--- config.mk ---
export PLATFORM = sky130hd
export DESIGN_NAME = time_set_ctrl
export DESIGN_NICKNAME = d
export VERILOG_FILES = /design/src/rtl/time_set_ctrl.sv
export SDC_FILE = /design/constraint.sdc
export NUM_CORES = 1
export LEC_CHECK = 0
export ABC_AREA = 1
export ABC_CLOCK_PERIOD_IN_PS = 2800
export CORE_MARGIN = 5
export CORE_UTILIZATION = 55
export DETAILED_ROUTE_END_ITERATION = 16
export DONT_BUFFER_PORTS = 1
export PLACE_DENSITY = 0.77
export SLEW_MARGIN = 25
export SYNTH_ARGS = -nofsm -noshare
export SYNTH_HDL_FRONTEND = slang
export SYNTH_SLANG_ARGS = --single-unit
--- constraint.sdc ---
create_clock -name Clk -period 2.8 [get_ports Clk]
set_input_delay 0 -clock Clk [delete_from_list [all_inputs] [get_ports Clk]]
set_output_delay 0 -clock Clk [all_outputs]
set_load 0.01 [all_outputs]
--- src/rtl/time_set_ctrl.sv ---
// time_set_ctrl: two-button set-mode sequencer for the clock/calendar datapath.
// ModeBtn walks through the settable fields and back to RUN. AdvBtn sends one-cycle
// advance strobes to the selected field and auto-repeats while it is held. The block
// drops back to RUN after a run of idle cycles in a set state.
//
// state   | meaning
// --------+------------------------------------------------------
// S_RUN   | normal timekeeping, no strobes, Timeset low
// S_MIN   | setting minutes, AdvBtn drives Minadv
// S_HRS   | setting hours, AdvBtn drives Hrsadv
// S_DAY   | setting day-of-week, AdvBtn drives Dayadv
// S_DATE  | setting date, AdvBtn drives DateAdv
// S_MONTH | setting month, AdvBtn drives MonthAdv
// 6, 7    | unreachable, fall back to S_RUN on the next edge

module time_set_ctrl #(
  parameter int unsigned HOLD_DLY = 8,
  parameter int unsigned RPT_PER  = 2,
  parameter int unsigned IDLE_TO  = 64,
  parameter int unsigned CW       = 8
) (
  input  logic       Clk,
  input  logic       Reset,
  input  logic       ModeBtn,
  input  logic       AdvBtn,
  output logic       Timeset,
  output logic       Minadv,
  output logic       Hrsadv,
  output logic       Dayadv,
  output logic       DateAdv,
  output logic       MonthAdv,
  output logic [2:0] Field
);

  typedef enum logic [2:0] {
    S_RUN   = 3'd0,
    S_MIN   = 3'd1,
    S_HRS   = 3'd2,
    S_DAY   = 3'd3,
    S_DATE  = 3'd4,
    S_MONTH = 3'd5
  } state_t;

  localparam logic [CW-1:0] HOLD_C    = CW'(HOLD_DLY);
  localparam logic [CW-1:0] RPT_C     = CW'(RPT_PER);
  localparam logic [CW-1:0] IDLE_LAST = CW'(IDLE_TO - 1);

  state_t        state_q, state_d;
  logic          mode_q, adv_q;
  logic          mode_rise, adv_rise;
  logic [CW-1:0] idle_q, idle_d;
  logic [CW-1:0] hold_q, hold_d;
  logic [CW-1:0] rpt_q, rpt_d;
  logic          act_q, act_d;
  logic          fire;
  logic          set_state;
  logic [4:0]    strb_sel;
  logic [4:0]    strb_q;

  // A button only counts when it is seen high after having been seen low; the
  // reset value of 1 in the history flops makes buttons held through reset inert.
  assign mode_rise = ModeBtn & ~mode_q;
  assign adv_rise  = AdvBtn & ~adv_q;
  assign set_state = (state_q >= S_MIN) && (state_q <= S_MONTH);

  // state, button history, counters and registered strobes
  always_ff @(posedge Clk or posedge Reset) begin
    if (Reset) begin
      state_q <= S_RUN;
      mode_q  <= 1'b1;
      adv_q   <= 1'b1;
      idle_q  <= '0;
      hold_q  <= '0;
      rpt_q   <= '0;
      act_q   <= 1'b0;
      strb_q  <= '0;
    end else begin
      state_q <= state_d;
      mode_q  <= ModeBtn;
      adv_q   <= AdvBtn;
      idle_q  <= idle_d;
      hold_q  <= hold_d;
      rpt_q   <= rpt_d;
      act_q   <= act_d;
      strb_q  <= fire ? strb_sel : 5'b0;
    end
  end

  // one-hot strobe lane for the current field
  always_comb begin
    strb_sel = 5'b0;
    case (state_q)
      S_MIN:   strb_sel = 5'b00001;
      S_HRS:   strb_sel = 5'b00010;
      S_DAY:   strb_sel = 5'b00100;
      S_DATE:  strb_sel = 5'b01000;
      S_MONTH: strb_sel = 5'b10000;
      default: strb_sel = 5'b0;
    endcase
  end

  // next field, idle timeout and advance/auto-repeat decisions
  always_comb begin
    state_d = state_q;
    idle_d  = idle_q;
    hold_d  = hold_q;
    rpt_d   = rpt_q;
    act_d   = act_q;
    fire    = 1'b0;

    case (state_q)
      S_RUN:   if (mode_rise) state_d = S_MIN;
      S_MIN:   if (mode_rise) state_d = S_HRS;
      S_HRS:   if (mode_rise) state_d = S_DAY;
      S_DAY:   if (mode_rise) state_d = S_DATE;
      S_DATE:  if (mode_rise) state_d = S_MONTH;
      S_MONTH: if (mode_rise) state_d = S_RUN;
      default: state_d = S_RUN;
    endcase

    if (!set_state || ModeBtn || AdvBtn) begin
      idle_d = '0;
    end else if (idle_q == IDLE_LAST) begin
      idle_d  = '0;
      state_d = S_RUN;
    end else begin
      idle_d = idle_q + 1'b1;
    end

    // A field change drops the active press; because a new strobe needs a fresh
    // rise, AdvBtn stays locked out until it has been released.
    if (!set_state || !AdvBtn || (state_d != state_q)) begin
      act_d  = 1'b0;
      hold_d = '0;
      rpt_d  = '0;
    end else if (adv_rise) begin
      fire   = 1'b1;
      act_d  = 1'b1;
      hold_d = {{(CW-1){1'b0}}, 1'b1};
      rpt_d  = '0;
    end else if (act_q) begin
      if (hold_q < HOLD_C) begin
        hold_d = hold_q + 1'b1;
      end else if ((rpt_q == '0) || (rpt_q == RPT_C)) begin
        // rpt_q == 0 marks the first repeat right after the hold delay
        fire  = 1'b1;
        rpt_d = {{(CW-1){1'b0}}, 1'b1};
      end else begin
        rpt_d = rpt_q + 1'b1;
      end
    end
  end

  assign Field    = state_q;
  assign Timeset  = (state_q != S_RUN);
  assign Minadv   = strb_q[0];
  assign Hrsadv   = strb_q[1];
  assign Dayadv   = strb_q[2];
  assign DateAdv  = strb_q[3];
  assign MonthAdv = strb_q[4];

endmodule

==> flow_metrics.py <==
metrics = {
    "power_and_ir_drop": {
        "ir_drop_v": 0.000436,
        "power_density_nw_per_um2": 638,
        "leakage_nw": 0.897,
    },
    "final_layout": {
        "fin_cells": 266,
        "finalInstanceArea_sq_um": 1870,
        "seq_area_sq_um": 878,
        "num-nets-final": 230,
        "drive_gt1_frac": 0.108,
        "diodes": 0,
        "fill_cells": 284,
        "area_growth_pct": 7.71,
        "multi_input_area_sq_um": 723,
    },
    "floorplanning": {
        "die_area_sq_um": 4380,
        "fp.dieH_um": 66.2,
        "coreArea_sq_um": 3050,
        "start_util": 0.569,
        "ios": 13,
        "die_x_um": 66.2,
        "rows": 20,
    },
    "clock_network": {
        "cts-root-buf": "clkbuf_4",
        "cts_tree": "built",
        "cts_buffer_depth": 2,
        "cts_sinks": 35,
        "cts_made_buffers": 5,
        "htreeDepth": 2,
        "clkSlewWorstSetupHoldPaths_ns": 0.11,
        "clock_latency_ns": 0.35,
    },
    "sta": {
        "setup_viol": 0,
        "period_share": 0.630,
        "setup_slack_ns": 1.04,
        "hold_viol_final": 0,
        "max_freq_mhz": 567,
        "tightest_slew_ns": 0.588,
        "drv_slew": 0,
        "min_period_ns": 1.76,
        "slew_headroom": 0.604,
        "finClkSkew_ns": 0.0149,
        "fin_tns_setup_ns": 0,
        "hold-worst-slack_ns": 0.175,
        "rsz0062_at_grt": "no",
    },
    "detailed_routing": {
        "wl_per_cell_um": 11.5,
        "drt-initial-drc-count": 84,
        "drc_errors": 0,
        "ant_nets": 0,
        "via_per_inst": 5.02,
        "drtPass1Iterations": 4,
        "wirelength_um": 3070,
        "vias": 1335,
    },
    "placement": {
        "place_area_sq_um": 1790,
        "dp_cells": 255,
        "port_buffers": 0,
        "gp_congestion": 0.915,
        "pre_cts_ws_ns": 1.04,
        "hpwl_um": 2160,
    },
    "logic_synthesis": {
        "synth_area_leaders": "dfrtp_1 (48%), nor2_1 (8.9%), nand2_1 (7.8%)",
        "ys_types": 24,
        "postSynth.asyncResetShare": 1.00,
        "yosysTopAreaCell": "dfrtp_1",
        "synth_warnings": 0,
        "yosys_register_bits": 35,
        "synth.most_common_cell": "nor2_1",
        "synth_fp_nets": 220,
        "ys.flop_type": "dfrtp_1",
        "syn-instance-count": 211,
        "synth_edf_count": 0,
        "synth_top_area_share": 0.476,
        "synth_common_cells": "nor2_1 (41), nand2_1 (36), dfrtp_1 (33)",
        "synth_seq_area_share": 0.506,
        "syn_area_sq_um": 1740,
        "avgSynthCellArea_sq_um": 8.23,
    },
    "grt": {
        "grt_overflow": 0,
        "grt_use_total": 0.167,
        "grt_pass1_vias": 1235,
        "grt_pass1_wl_um": 5460,
        "grt_max_degree": 36,
        "antenna_found_initial": 0,
    },
    "setup_path": {
        "crit_chain": "inv_2 -> nand2_2 -> nand2_2 -> nor2_2 -> nand2_2 -> nand2_1 -> nand2_1 -> nand2_2 -> nor2_4 -> nand2_4 -> nor2_1",
        "required_ns": 3.04,
        "critPathMostFrequentCell": "nand2_2",
        "crit_path_start_kind": "flip-flop",
        "slowest_stage": "dfrtp_1",
        "cp_num_buf_inv": 1,
        "crit_fanout": 9,
        "crit_path_end_kind": "flip-flop",
        "critPathKind": "reg2reg",
        "critPathMaxStageDelay_ns": 0.53,
        "arrival_ns": 2.00,
        "path_delay_family": "simple AND/OR/NAND/NOR gates",
    },
    "job": {
        "maxCapViolations": 0,
    },
    "run_status": {
        "status": "finished clean",
    },
    "worst_hold_path": {
        "hp-class": "in2async",
    },
}
==> power breakdown <==
group          internal, mW  switching [mW]  total (mW)
Sequential            0.542          0.0815       0.623
Clock                0.0934           0.170       0.264
Combinational        0.0972           0.209       0.306
==> worst min-delay path, cell delays in order <==
cell,delay (ns)
dlygate4sd3_1,0.53
inv_1,0.05
buf_4,0.37
==> path summary, 6_finish.rpt <==
path	startpoint	end	slack, ns	cells after the start
setup / recovery	Field[2]	hold_q[3]	1.04	11
hold / removal	Reset	rpt_q[3]	0.17	3
setup reg to reg	Field[2]	hold_q[3]	1.04	11
hold reg to reg	idle_q[0]	idle_q[0]	0.49	1
max in group asynchronous	Reset	adv_q	2.26	3
min in group Clk	AdvBtn	adv_q	0.22	1
==> cell families after synthesis <==
kind of cell	count (synthesis)	share of synthesized area
xor gates and xnor gates	4	0.0202
adders and majority gates	5	0.0360
DFF	35	0.506
and+or+nand+nor	109	0.285
AOI/OAI and AO/OA	24	0.0757
buffers and inverters	34	0.0778
==> layer usage <==
metal,vias to the layer above,GRT usage,wire [um]
met4,0,0.0812,47
met5,-,0,0
met1,624,0.215,1430
met2,21,0.248,1470
li1,685,-,-
met3,5,0.0578,120
==> layout make-up <==
| type | count | area share |
|---|---|---|
| Clock buffer | 5 | 0.0201 |
| Clock inverter | 3 | 0.00803 |
| Inverter | 33 | 0.0662 |
| Multi-Input combinational cell | 142 | 0.387 |
| Sequential cell | 35 | 0.470 |
| Tap cell | 44 | 0.0294 |
| Timing Repair Buffer | 4 | 0.0201 |
==> sequential cells by signal, indices dropped and copies added (netlist names) <==
register and flops:
hold_q 8, idle_q 8, rpt_q 8, strb_q 5, Field 3, act_q 1, adv_q 1, mode_q 1
==> per-stage QoR <==
step | total power [mW] | utilization
6_report | 1.19 | 0.613
5_1_grt | 1.29 | 0.613
4_1_cts | 1.21 | 0.613
3_5_place_dp | 0.933 | 0.586
3_3_place_gp | 0.927 | 0.586
2_1_floorplan | 0.878 | -
==> cells in the final DEF (no fill, tap or decap) <==
cell and n:
and2_2 1, o21ai_0 12, clkbuf_4 5, a211oi_1 1
nand3_2 2, xor2_1 4, a21oi_1 8, inv_1 32
nand2_4 1, dfrtp_1 33, nand2_2 5, dfstp_2 2
nor2_4 2, nand4_1 3, dlygate4sd3_1 3, buf_4 1
nand2_1 36, nor3b_1 1, nor3_1 6, ha_1 5
a22oi_1 2, a41oi_1 1, nor2_1 41, nand3_1 10
inv_2 1, clkinv_2 3, nor2_2 1
==> what timing repair did <==
| action | CTS | global route |
|---|---|---|
| buffers inserted | 0 | 0 |
| hold buffers | 3 | 0 |
| resized for setup | 0 | 0 |
| hold endpoints to repair | 41 | 0 |
Note: power is estimated with default switching activity, not from simulation.
